<file path="src/rtl/adr_pkg.sv">
`default_nettype none
// +----------------------------------------------------------------------+
// | Module      : adr_pkg                                                |
// | Description : Shared op encodings and sequencer states for the       |
// |               65C02 address-bus half unit.                           |
// | Revision    : 1.0  initial release                                   |
// +----------------------------------------------------------------------+
package adr_pkg;

    // Address operations selected by microcode while the unit is in RUN
    localparam logic [3:0] OP_ZERO = 4'b0000;
    localparam logic [3:0] OP_ONE  = 4'b0001;
    localparam logic [3:0] OP_ONES = 4'b0010;
    localparam logic [3:0] OP_HOLD = 4'b0011;
    localparam logic [3:0] OP_INC  = 4'b0100;
    localparam logic [3:0] OP_DEC  = 4'b0101;
    localparam logic [3:0] OP_PC   = 4'b0110;
    localparam logic [3:0] OP_DB   = 4'b0111;
    localparam logic [3:0] OP_ABDB = 4'b1000;
    localparam logic [3:0] OP_SAV  = 4'b1001;
    localparam logic [3:0] OP_PCDB = 4'b1010;

    // Vector sequencer states
    typedef enum logic [1:0] {
        RUN  = 2'd0,
        VEC0 = 2'd1,
        VEC1 = 2'd2
    } state_t;

endpackage : adr_pkg
`default_nettype wire

</file>
<file path="src/rtl/adr_add.sv">
`default_nettype none
// +----------------------------------------------------------------------+
// | Module      : adr_add                                                |
// | Description : WIDTH-bit adder A + B + CI with carry-out.             |
// | Revision    : 1.0  initial release                                   |
// +----------------------------------------------------------------------+
module adr_add #(
    parameter int unsigned WIDTH = 8
) (
    input  logic [WIDTH-1:0] a,
    input  logic [WIDTH-1:0] b,
    input  logic             ci,
    output logic [WIDTH-1:0] sum,
    output logic             co
);

    // One extra bit on each operand captures the carry out of the MSB
    always_comb begin
        {co, sum} = {1'b0, a} + {1'b0, b} + {{WIDTH{1'b0}}, ci};
    end

endmodule : adr_add
`default_nettype wire

</file>
<file path="src/rtl/adr_unit.sv">
`default_nettype none
// +----------------------------------------------------------------------+
// | Module      : adr_unit                                               |
// | Description : One half of the 65C02 address bus: next-address mux    |
// |               and adder, AB/PC/SAV registers, registered carry for   |
// |               chaining, and a two-cycle interrupt vector sequencer.  |
// | Revision    : 1.0  initial release                                   |
// +----------------------------------------------------------------------+
module adr_unit
    import adr_pkg::*;
#(
    parameter int unsigned      WIDTH    = 8,
    parameter logic [WIDTH-1:0] RST_PC   = '0,
    parameter logic [WIDTH-1:0] VEC_BASE = WIDTH'(8'hFA),
    parameter int unsigned      VEC_INC  = 1
) (
    input  logic             clk,
    input  logic             rst_n,
    input  logic             CI,
    input  logic [WIDTH-1:0] DB,
    input  logic [3:0]       op,
    input  logic             ld_pc,
    input  logic             inc_pc,
    input  logic             ld_sav,
    input  logic             vec_req,
    input  logic [1:0]       vec_sel,
    output logic [WIDTH-1:0] AD,
    output logic [WIDTH-1:0] AB,
    output logic [WIDTH-1:0] PC,
    output logic [WIDTH-1:0] SAV,
    output logic             CO,
    output logic             CO_Q,
    output logic             busy
);

    state_t           state_q, state_d;
    logic [1:0]       vsel_q,  vsel_d;
    logic [WIDTH-1:0] ab_q,    ab_d;
    logic [WIDTH-1:0] pc_q,    pc_d;
    logic [WIDTH-1:0] sav_q,   sav_d;
    logic             co_q,    co_d;
    logic             busy_q,  busy_d;

    logic [WIDTH-1:0] add_a;
    logic [WIDTH-1:0] add_b;
    logic             add_ci;
    logic [WIDTH-1:0] add_sum;
    logic             add_co;

    // The single adder shared by every op and by both vector cycles
    adr_add #(
        .WIDTH (WIDTH)
    ) u_add (
        .a   (add_a),
        .b   (add_b),
        .ci  (add_ci),
        .sum (add_sum),
        .co  (add_co)
    );

    // State register and all datapath flops; reset also aborts a vector fetch
    always_ff @(posedge clk or negedge rst_n) begin
        if (!rst_n) begin
            state_q <= RUN;
            vsel_q  <= 2'd0;
            ab_q    <= '0;
            pc_q    <= RST_PC;
            sav_q   <= '0;
            co_q    <= 1'b0;
            busy_q  <= 1'b0;
        end else begin
            state_q <= state_d;
            vsel_q  <= vsel_d;
            ab_q    <= ab_d;
            pc_q    <= pc_d;
            sav_q   <= sav_d;
            co_q    <= co_d;
            busy_q  <= busy_d;
        end
    end

    // Next-state logic: a vector request is only accepted in RUN
    always_comb begin
        state_d = state_q;
        vsel_d  = vsel_q;
        case (state_q)
            RUN: begin
                if (vec_req) begin
                    state_d = VEC0;
                    vsel_d  = vec_sel;
                end
            end
            VEC0:    state_d = VEC1;
            VEC1:    state_d = RUN;
            default: state_d = RUN;
        endcase
    end

    // Output logic: steer adder operands from the op or the vector sequencer
    always_comb begin
        add_a  = ab_q;
        add_b  = '0;
        add_ci = 1'b0;
        case (state_q)
            VEC0: begin
                add_a = VEC_BASE;
                add_b = WIDTH'({vsel_q, 1'b0});
            end
            VEC1: begin
                add_ci = (VEC_INC != 0);
            end
            default: begin
                // Constant ops leave B and CI at zero so their carry is zero
                case (op)
                    OP_ZERO: add_a = '0;
                    OP_ONE:  add_a = WIDTH'(1);
                    OP_ONES: add_a = '1;
                    OP_INC:  add_ci = CI;
                    OP_DEC: begin
                        add_b  = '1;
                        add_ci = CI;
                    end
                    OP_PC: begin
                        add_a  = pc_q;
                        add_ci = CI;
                    end
                    OP_DB: begin
                        add_a  = DB;
                        add_ci = CI;
                    end
                    OP_ABDB: begin
                        add_b  = DB;
                        add_ci = CI;
                    end
                    OP_SAV: begin
                        add_a  = sav_q;
                        add_ci = CI;
                    end
                    OP_PCDB: begin
                        add_a  = pc_q;
                        add_b  = DB;
                        add_ci = CI;
                    end
                    default: ; // hold and reserved encodings keep AB
                endcase
            end
        endcase
    end

    // Register next values; vector cycles never export a carry
    always_comb begin
        CO     = add_co & (state_q == RUN);
        AD     = add_sum;
        ab_d   = add_sum;
        co_d   = CO;
        pc_d   = ld_pc  ? (ab_q + WIDTH'(inc_pc)) : pc_q;
        sav_d  = ld_sav ? ab_q : sav_q;
        busy_d = (state_d != RUN);
    end

    assign AB   = ab_q;
    assign PC   = pc_q;
    assign SAV  = sav_q;
    assign CO_Q = co_q;
    assign busy = busy_q;

endmodule : adr_unit
`default_nettype wire

</file>
<file path="config.mk">
export PLATFORM = sky130hd
export DESIGN_NAME = adr_unit
export DESIGN_NICKNAME = d
export VERILOG_FILES = /design/src/rtl/adr_pkg.sv /design/src/rtl/adr_add.sv /design/src/rtl/adr_unit.sv
export SDC_FILE = /design/constraint.sdc
export NUM_CORES = 1
export LEC_CHECK = 0
export BUFFER_PORTS_ARGS = -buffer_cell sky130_fd_sc_hd__buf_2
export CORE_AREA = 2 2 68 70
export DETAILED_ROUTE_END_ITERATION = 16
export DIE_AREA = 0 0 70 72
export GPL_ROUTABILITY_DRIVEN = 0
export PLACE_DENSITY = 0.89
export SLEW_MARGIN = 10
export SYNTH_ARGS = -nofsm -noshare
export SYNTH_HDL_FRONTEND = slang
export SYNTH_SLANG_ARGS = --single-unit
</file>
<file path="constraint.sdc">
create_clock -name clk -period 4.1 [get_ports clk]
set_input_delay 0.82 -clock clk [delete_from_list [all_inputs] [get_ports clk]]
set_output_delay 0.82 -clock clk [all_outputs]
set_load 0.01 [all_outputs]
</file>
==> results of run 1 <==
[repair_timing]
action | 4_1_cts | 5_1_grt
setup buffers | 0 | 14
gates cloned | 0 | 2
hold buffers | 0 | 0
gates resized for setup | 2 | 37
pin swaps | 0 | 18
setup endpoints to repair | 2 | 5
[metrics by stage]
step	setup TNS [ns]	worst slack [ns]	instance area [sq um]	cells	hold WS (ns)
after CTS	0	0.0181	2660	332	0.519
after floorplan	0	0.305	2240	220	0.480
after global routing	-0.425	-0.182	2950	348	0.550
after global placement	0	0.0583	2570	326	0.494
after detailed placement	-0.0660	-0.0376	2570	326	0.506
final	-0.106	-0.106	2950	348	0.525
[cells in the final DEF (no fill, tap or decap), drive strengths merged, types with 3 or more instances in the layout]
master | Yosys | layout
inv | 7 | 7
a21oi | 24 | 24
o21ai | 7 | 7
nor2b | 3 | 3
dfrtp | 30 | 30
nor2 | 18 | 18
nand3 | 8 | 8
nor3 | 6 | 6
a22o | 6 | 6
a221oi | 6 | 6
buf | 7 | 79
xnor2 | 5 | 5
nand2 | 17 | 17
ha | 13 | 13
mux2 | 11 | 11
nand2b | 3 | 3
a211oi | 6 | 6
clkbuf | 5 | 9
xor2 | 6 | 6
[routing by layer]
layer	track usage, %	part of all wire (%)	up-vias	wire [um]
met5	0	0	-	0
met4	6.62	4.8	0	330
met3	4.58	7.7	40	526
met2	38.6	47	155	3220
met1	28.3	40	1062	2750
li1	-	-	951	-
[worst max-delay path, delay by kind of cell]
family                     cells  cell delay [ns]
AOI/OAI and AO/OA              6             1.04
buffers and inverters          4             0.68
adders and majority gates      1             0.38
and+or+nand+nor                2             0.27
xor gates and xnor gates       1             0.19
[path summary, 6_finish.rpt]
path                       cells after the start               endpoint                   from
max                                           14                  AD[7]                  op[3]
min                                            1  vsel_q[0]$_DFFE_PN0P_  vsel_q[0]$_DFFE_PN0P_
max reg2reg                                   12        AB[7]$_DFF_PN0_   state_q[0]$_DFF_PN0_
min reg2reg                                    1  vsel_q[0]$_DFFE_PN0P_  vsel_q[0]$_DFFE_PN0P_
max in group asynchronous                      1        AB[0]$_DFF_PN0_                  rst_n
min in group asynchronous                      1   state_q[1]$_DFF_PN0_                  rst_n
[final cells by class]
cell class                 instances  area, sq um
timing repair buffer              82          579
clock buffer                       6         82.6
multi-input combinational        171         1440
inverter                           7         26.3
tap                               52         65.1
sequential                        30          751
fill                             294         1320
[logic make-up after synthesis]
| kind of cell | Yosys count |
|---|---|
| compound gates | 69 |
| simple gates | 64 |
| flops | 30 |
| buf+inv | 19 |
| fa+ha+maj | 15 |
| mux | 12 |
| xor+xnor | 11 |
[registers in the layout (all words and copies together) (netlist names)]
signal and flops:
state_q 2, AB 8, SAV 8, CO_Q 1, vsel_q 2, busy 1
PC 8
[where the power goes]
| group | internal (W) | total (W) | switching [W] |
|---|---|---|---|
| clock network | 0.000129 | 0.000230 | 0.000101 |
| registers | 0.000450 | 0.000632 | 0.000182 |
| logic | 0.000785 | 0.00170 | 0.000915 |
| total | 0.00136 | 0.00256 | 0.00120 |
==> flow_summary.ini, run 1 <==
[die]
core-area_sq_um = 4260
start_util_pct = 52.5
chipWidth_um = 70
ios = 56
die_area_sq_um = 5040
fp.dieH_um = 72
std_cell_rows = 24

[finish]
final_util_pct = 69.1
insertedDiodeCount = 0
nNetsFinal = 333
drive_above_1_share_pct = 49.0
area.growth.synth_to_final_pct = 31.6

[clocking]
cts.clk_slew.worst_paths_ns = 0.06
cts.root.buffer_cell = clkbuf_8
clock_latency_ns = 0.28
clock-sinks = 30
cts_tree = yes
cts_max_level = 2
cts_buffers = 5
clockBufferDepth = 2

[yosys]
synth_xor_area_share_pct = 4.30
synth_compound_area_share_pct = 27.0
yosys_register_bits = 30
synthAdderAreaFrac_pct = 9.05
yosys.area_share.simple_pct = 14.5
synth_area_leaders = dfrtp_1 34%, ha_1 7.3%, mux2_2 5.5%
yosysUniqueCellTypes = 56
synthesis.instances = 220
synth_edf_count = 0
synth_most_common_cell = dfrtp_1
syn_area_sq_um = 2240
synthMuxAreaShare_pct = 5.98
yosys_most_used_dff = dfrtp_1
yosys.area.top_type = dfrtp_1
synth_top_area_share_pct = 33.5
synth.top_cells.by_count = 30 x dfrtp_1, 21 x a21oi_1, 17 x nand2_1, 16 x nor2_1, 13 x ha_1
syn_avg_cell_area_sq_um = 10.2
synth_top_family_by_area = compound AO/OA/AOI/OAI gates
synthArstFlopShare_pct = 100
yosys_warnings = 0
syn-num-nets = 256
synth-seq-area-share_pct = 33.5

[grt]
gr-total-overflow = 0
grt_max_degree = 31
grt_first_pass_wirelength_um = 8970
first_global_vias = 1953
grtUsageTotal_pct = 22.2
antenna_found_initial = 0

[flow_run]
cap_violations = 0

[worst_setup_path]
critPathSlowestCell = ha_1
crit_chain = clkbuf_4, nand3b_1, buf_4, a21oi_4, o21bai_4, buf_4, a221oi_2, a211oi_2, ha_1, o2111ai_2, nand3_2, o41ai_2, xnor2_1, buf_2
critical_path_class = in2out
reg2reg_slack_ns = 1.14
startpoint_type = input port
max_stage_delay_ns = 0.38
endpoint_kind = output pin
cpMostUsedCell = buf_4
critical_path_required_ns = 3.28
cp.arrival_ns = 3.39
path_max_fanout = 5

[drt]
num_vias = 2208
first_pass_iters = 5
ant_nets = 0
wirelength_um = 6820
vias_per_cell = 6.34
drc = 0
drtIter0Drc = 295
wl_per_cell_um = 19.6

[status]
violations = setup timing
status = finished, violations left

[timing]
min_period_over_period_pct = 103
setup_ws_ns = -0.106
max_freq_ghz = 0.238
clock_skew_ns = 0.00434
slew_viol_final = 0
maxSlewHeadroom_pct = 54.9
period_minus_slack_ns = 4.21
rsz0062_at_grt = yes
final-hold-violation-count = 0
worst_pin_slew_ns = 0.677
finalSetupViolations = 1

[power]
irDropWorstVdd_mv = 0.743
power_w = 0.00256
power_density_nw_per_um2 = 869
p_leak_nw = 1.36

[placement]
place_hpwl_um = 4210
io_buffers = 55

[worst_hold_path]
hp-class = reg2reg
Note: power is estimated with default switching activity, not from simulation.
==> run 2, diff against run 1 <==
--- a/config.mk
+++ b/config.mk
@@ -6,9 +6,9 @@
 export NUM_CORES = 1
 export LEC_CHECK = 0
 export BUFFER_PORTS_ARGS = -buffer_cell sky130_fd_sc_hd__buf_2
-export CORE_AREA = 2 2 68 70
+export CORE_AREA = 2 2 56 84
 export DETAILED_ROUTE_END_ITERATION = 16
-export DIE_AREA = 0 0 70 72
+export DIE_AREA = 0 0 58 86
 export GPL_ROUTABILITY_DRIVEN = 0
 export PLACE_DENSITY = 0.89
 export SLEW_MARGIN = 10
==> run 2 against run 1 <==
  * The run now ends clean
  * Combinational power down 3%
  * Critical path depth down 1
  * Final cell count down 2.9%
  * Clock power up 34%
  * Routed wire length down 11%
  * Flip-flop and latch count unchanged
  * Highest routed layer unchanged
==> flow_summary.ini, run 2 (same netlist as run 1, synthesis figures left out) <==
[finish]
layout.cells.non_filler = 338
insertedDiodeCount = 0
final_area_sq_um = 2900
final_cell_mix = 51 x buf_2, 30 x dfrtp_1, 19 x a21oi_1, 19 x buf_4
fillCellCount = 311
area.growth.synth_to_final_pct = 29.4
layout_commonest_cell = buf_2
final_util_pct = 68.8
drive_above_1_share_pct = 47.6
multiInputGateArea_sq_um = 1460
nNetsFinal = 328
register_area_sq_um = 751

[worst_setup_path]
reg2regPathDepth = 12
startpoint_type = input port
critical_path_class = in2out
cp.arrival_ns = 3.25
path_max_fanout = 7
endpoint_kind = output pin
critical_path_required_ns = 3.28

[power]
p_leak_nw = 1.34
power_density_nw_per_um2 = 889
power_w = 0.00258
irDropWorstVdd_mv = 0.806

[clocking]
cts_buffers = 5
cts.root.buffer_cell = clkbuf_8
cts_max_level = 2
clockBufferDepth = 2
cts_tree = yes
cts.clk_slew.worst_paths_ns = 0.06
clock_latency_ns = 0.29
clock-sinks = 30

[placement]
place_ws_ns = -0.0946
place_area_sq_um = 2570
dpl.cell_count = 322
io_buffers = 55
place_hpwl_um = 4370

[drt]
ant_nets = 0
wl_per_cell_um = 18.0
first_pass_iters = 4
drtIter0Drc = 87
num_vias = 2045
vias_per_cell = 6.05
drc = 0
wirelength_um = 6100

[grt]
gr-total-overflow = 0
first_global_vias = 2081
antenna_found_initial = 0
grtUsageTotal_pct = 24.7
grt_first_pass_wirelength_um = 9530
grt_max_degree = 31

[timing]
slew_viol_final = 0
final-hold-violation-count = 0
worst_pin_slew_ns = 0.684
finalSetupViolations = 0
max_freq_ghz = 0.246
period_minus_slack_ns = 4.07
setup_ws_ns = 0.0310
clock_skew_ns = 0.0120
rsz0062_at_grt = yes
maxSlewHeadroom_pct = 54.4
min_period_over_period_pct = 99.2

[die]
ios = 56
std_cell_rows = 29
chipWidth_um = 58
die_area_sq_um = 4990
core-area_sq_um = 4210
fp.dieH_um = 86
start_util_pct = 53.2

[status]
status = finished clean

[flow_run]
cap_violations = 0

[worst_hold_path]
min_path_cells = 1
hp-class = reg2reg
## run 2: final timing paths
check | from | endpoint | slack [ns]
max | op[0] | AD[7] | 0.03
min | vsel_q[0]$_DFFE_PN0P_ | vsel_q[0]$_DFFE_PN0P_ | 0.52
max reg2reg | state_q[0]$_DFF_PN0_ | AB[7]$_DFF_PN0_ | 1.30
min reg2reg | vsel_q[0]$_DFFE_PN0P_ | vsel_q[0]$_DFFE_PN0P_ | 0.52
max in group asynchronous | rst_n | AB[3]$_DFF_PN0_ | 3.09
min in group asynchronous | rst_n | SAV[1]$_DFFE_PN0P_ | 0.56
## run 2: layout make-up
class | instances | area share (%)
Multi-Input combinational cell | 171 | 50.3
Sequential cell | 30 | 25.9
Timing Repair Buffer | 77 | 17.0
Clock buffer | 6 | 2.85
Tap cell | 46 | 1.99
Clock inverter | 1 | 1.04
Inverter | 7 | 0.907
## run 2: worst max-delay path: stages
cell and delay [ns]:
buf_8 0.11, buf_6 0.11, or2b_1 0.26, a21oi_4 0.15, a221oi_2 0.08, a211oi_2 0.28, ha_1 0.30, nor2b_4 0.14
o2111ai_2 0.20, nand3_2 0.15, o41ai_4 0.31, xnor2_1 0.18, buf_2 0.16
## run 2: power breakdown
part / internal, W / leakage, nW / switching (W)
Clock: 0.000194 / 0.0573 / 0.000114
Sequential: 0.000450 / 0.355 / 0.000167
Combinational: 0.000770 / 0.924 / 0.000882
Total: 0.00141 / 1.34 / 0.00116
## run 2: layer usage
metal | global-route usage (%) | part of all wire (%)
met5 | 0 | 0
met4 | 13.7 | 3.3
met3 | 4.68 | 5.5
met2 | 43.7 | 55
met1 | 27.0 | 36
## run 2: per-stage QoR
| step | hold slack, ns | setup TNS (ns) |
|---|---|---|
| floorplan | 0.480 | 0 |
| global placement | 0.497 | 0 |
| detailed placement | 0.503 | -0.186 |
| CTS | 0.516 | 0 |
| global route | 0.526 | -0.153 |
| finish | 0.515 | 0 |
## run 2: timing repair
action,4_1_cts,5_1_grt
pin swaps,1,17
endpoints found under the setup margin,3,4
buffers inserted,0,10
hold buffers,0,0
resized for setup,4,37
==> run 3, diff against run 2 <==
--- a/config.mk
+++ b/config.mk
@@ -7,6 +7,8 @@
 export LEC_CHECK = 0
 export BUFFER_PORTS_ARGS = -buffer_cell sky130_fd_sc_hd__buf_2
 export CORE_AREA = 2 2 56 84
+export CTS_BUF_LIST = sky130_fd_sc_hd__clkbuf_16
+export CTS_CLUSTER_SIZE = 25
 export DETAILED_ROUTE_END_ITERATION = 16
 export DIE_AREA = 0 0 58 86
 export GPL_ROUTABILITY_DRIVEN = 0
==> run 3 against run 2 <==
  * Critical path depth rose by 1
  * Sequential share of layout area decreased by 0.16 points
  * Combinational power about the same
  * Flip-flop and latch count unchanged
  * Clock skew decreased by 0.0054 ns
==> flow_summary.ini, run 3 (same netlist as run 1, synthesis figures left out) <==
[drt]
vias_per_cell = 6.10
drc = 0
drtIter0Drc = 103
ant_nets = 0
wirelength_um = 6330
first_pass_iters = 4
wl_per_cell_um = 18.8
num_vias = 2056

[worst_setup_path]
path_max_fanout = 5
endpoint_kind = output pin
critical_path.startpoint = op[3]
cp.arrival_ns = 3.23
r2r_end = AB[6]$_DFF_PN0_
reg2regPathDepth = 14
reg2reg_slack_ns = 1.22
crit_path_end = AD[6]
startpoint_type = input port
critical_path_class = in2out
critical_path_required_ns = 3.28
worstReg2RegStart = state_q[0]$_DFF_PN0_

[finish]
final_cell_mix = 51 x buf_2, 30 x dfrtp_1, 19 x a21oi_1
fillCellCount = 310
area.growth.synth_to_final_pct = 30.2
nNetsFinal = 327
multiInputGateArea_sq_um = 1440
final_area_sq_um = 2920
insertedDiodeCount = 0
final_util_pct = 69.3
layout_commonest_cell = buf_2
drive_above_1_share_pct = 46.7
register_area_sq_um = 751

[die]
fp.dieH_um = 86
chipWidth_um = 58
die_area_sq_um = 4990
std_cell_rows = 29
start_util_pct = 53.2
core-area_sq_um = 4210
ios = 56

[grt]
grt_first_pass_wirelength_um = 9830
grtUsageTotal_pct = 25.5
gr-max-usage-layer = met2
first_global_vias = 2103
use_met3_pct = 5.13
gr-total-overflow = 0
gr-usage-met2_pct = 43.7
grt_use_met1_pct = 28.4
grt_max_degree = 31
antenna_found_initial = 0

[clocking]
clock_latency_ns = 0.27
cts_max_level = 2
clock-sinks = 30
cts_buffers = 5
cts_tree = yes
clockBufferDepth = 2
cts.clk_slew.worst_paths_ns = 0.04
hold_buffers = 0
cts.root.buffer_cell = clkbuf_16

[placement]
place_area_sq_um = 2570
io_buffers = 55
place_hpwl_um = 4370
place_ws_ns = -0.0946

[timing]
maxSlewHeadroom_pct = 54.6
finalSetupViolations = 0
max_freq_ghz = 0.247
worst_pin_slew_ns = 0.681
clock_skew_ns = 0.00653
final-hold-violation-count = 0
whs_ns = 0.511
slew_viol_final = 0
setup_ws_ns = 0.0530
rsz0062_at_grt = yes
period_minus_slack_ns = 4.05
min_period_over_period_pct = 98.7

[power]
power_density_nw_per_um2 = 924
p_leak_nw = 1.35
power_w = 0.00269
irDropWorstVdd_mv = 0.802

[status]
status = finished clean

[worst_hold_path]
hp-class = reg2reg

[flow_run]
cap_violations = 0
## run 3: cell type report
cell class	count	area share, %
clock buffers	5	4.29
flip-flops and latches	30	25.8
repair buffers	76	16.7
clock inverters	2	1.16
well taps	46	1.97
multi-input cells	171	49.3
inverters	7	0.901
## run 3: timing repair
action / 4_1_cts / 5_1_grt
gates resized for setup: 3 / 34
endpoints found under the setup margin: 2 / 4
pin swaps: 0 / 16
buffers inserted: 0 / 8
## run 3: report_power, final
group          internal [W]  switching, W  total, W
sequential         0.000451      0.000168  0.000619
combinational      0.000776      0.000897   0.00167
clock              0.000280      0.000123  0.000403
## run 3: worst min-delay path by stage
stage                                      from                     to  cells after the start
after floorplan           vsel_q[0]$_DFFE_PN0P_  vsel_q[0]$_DFFE_PN0P_                      1
after global placement    vsel_q[0]$_DFFE_PN0P_  vsel_q[0]$_DFFE_PN0P_                      1
after detailed placement  vsel_q[0]$_DFFE_PN0P_  vsel_q[0]$_DFFE_PN0P_                      1
after CTS                 vsel_q[0]$_DFFE_PN0P_  vsel_q[0]$_DFFE_PN0P_                      1
after global routing      vsel_q[1]$_DFFE_PN0P_  vsel_q[1]$_DFFE_PN0P_                      1
final                     vsel_q[1]$_DFFE_PN0P_  vsel_q[1]$_DFFE_PN0P_                      1
## run 3: metal layers
layer	share of wire [%]	up-vias	wire length [um]
li1	-	945	-
met2	54	97	3400
met1	36	992	2300
met4	3.7	0	233
met3	6.1	22	389
met5	0	-	0
## run 3: critical path, stage by stage
cell	delay [ns]
clkbuf_4	0.17
nand3b_1	0.14
o2bb2a_2	0.29
o22ai_2	0.16
o221ai_2	0.13
fa_2	0.39
inv_1	0.09
fa_2	0.21
nand2_2	0.08
a21oi_2	0.16
o21a_1	0.16
nor2_1	0.06
xnor2_1	0.20
buf_2	0.17
## run 3: stage by stage
stage,setup TNS [ns],std cells
5_1_grt,-0.274,337
6_report,0,337
4_1_cts,-0.00382,329
3_3_place_gp,0,322
3_5_place_dp,-0.186,322
2_1_floorplan,0,220
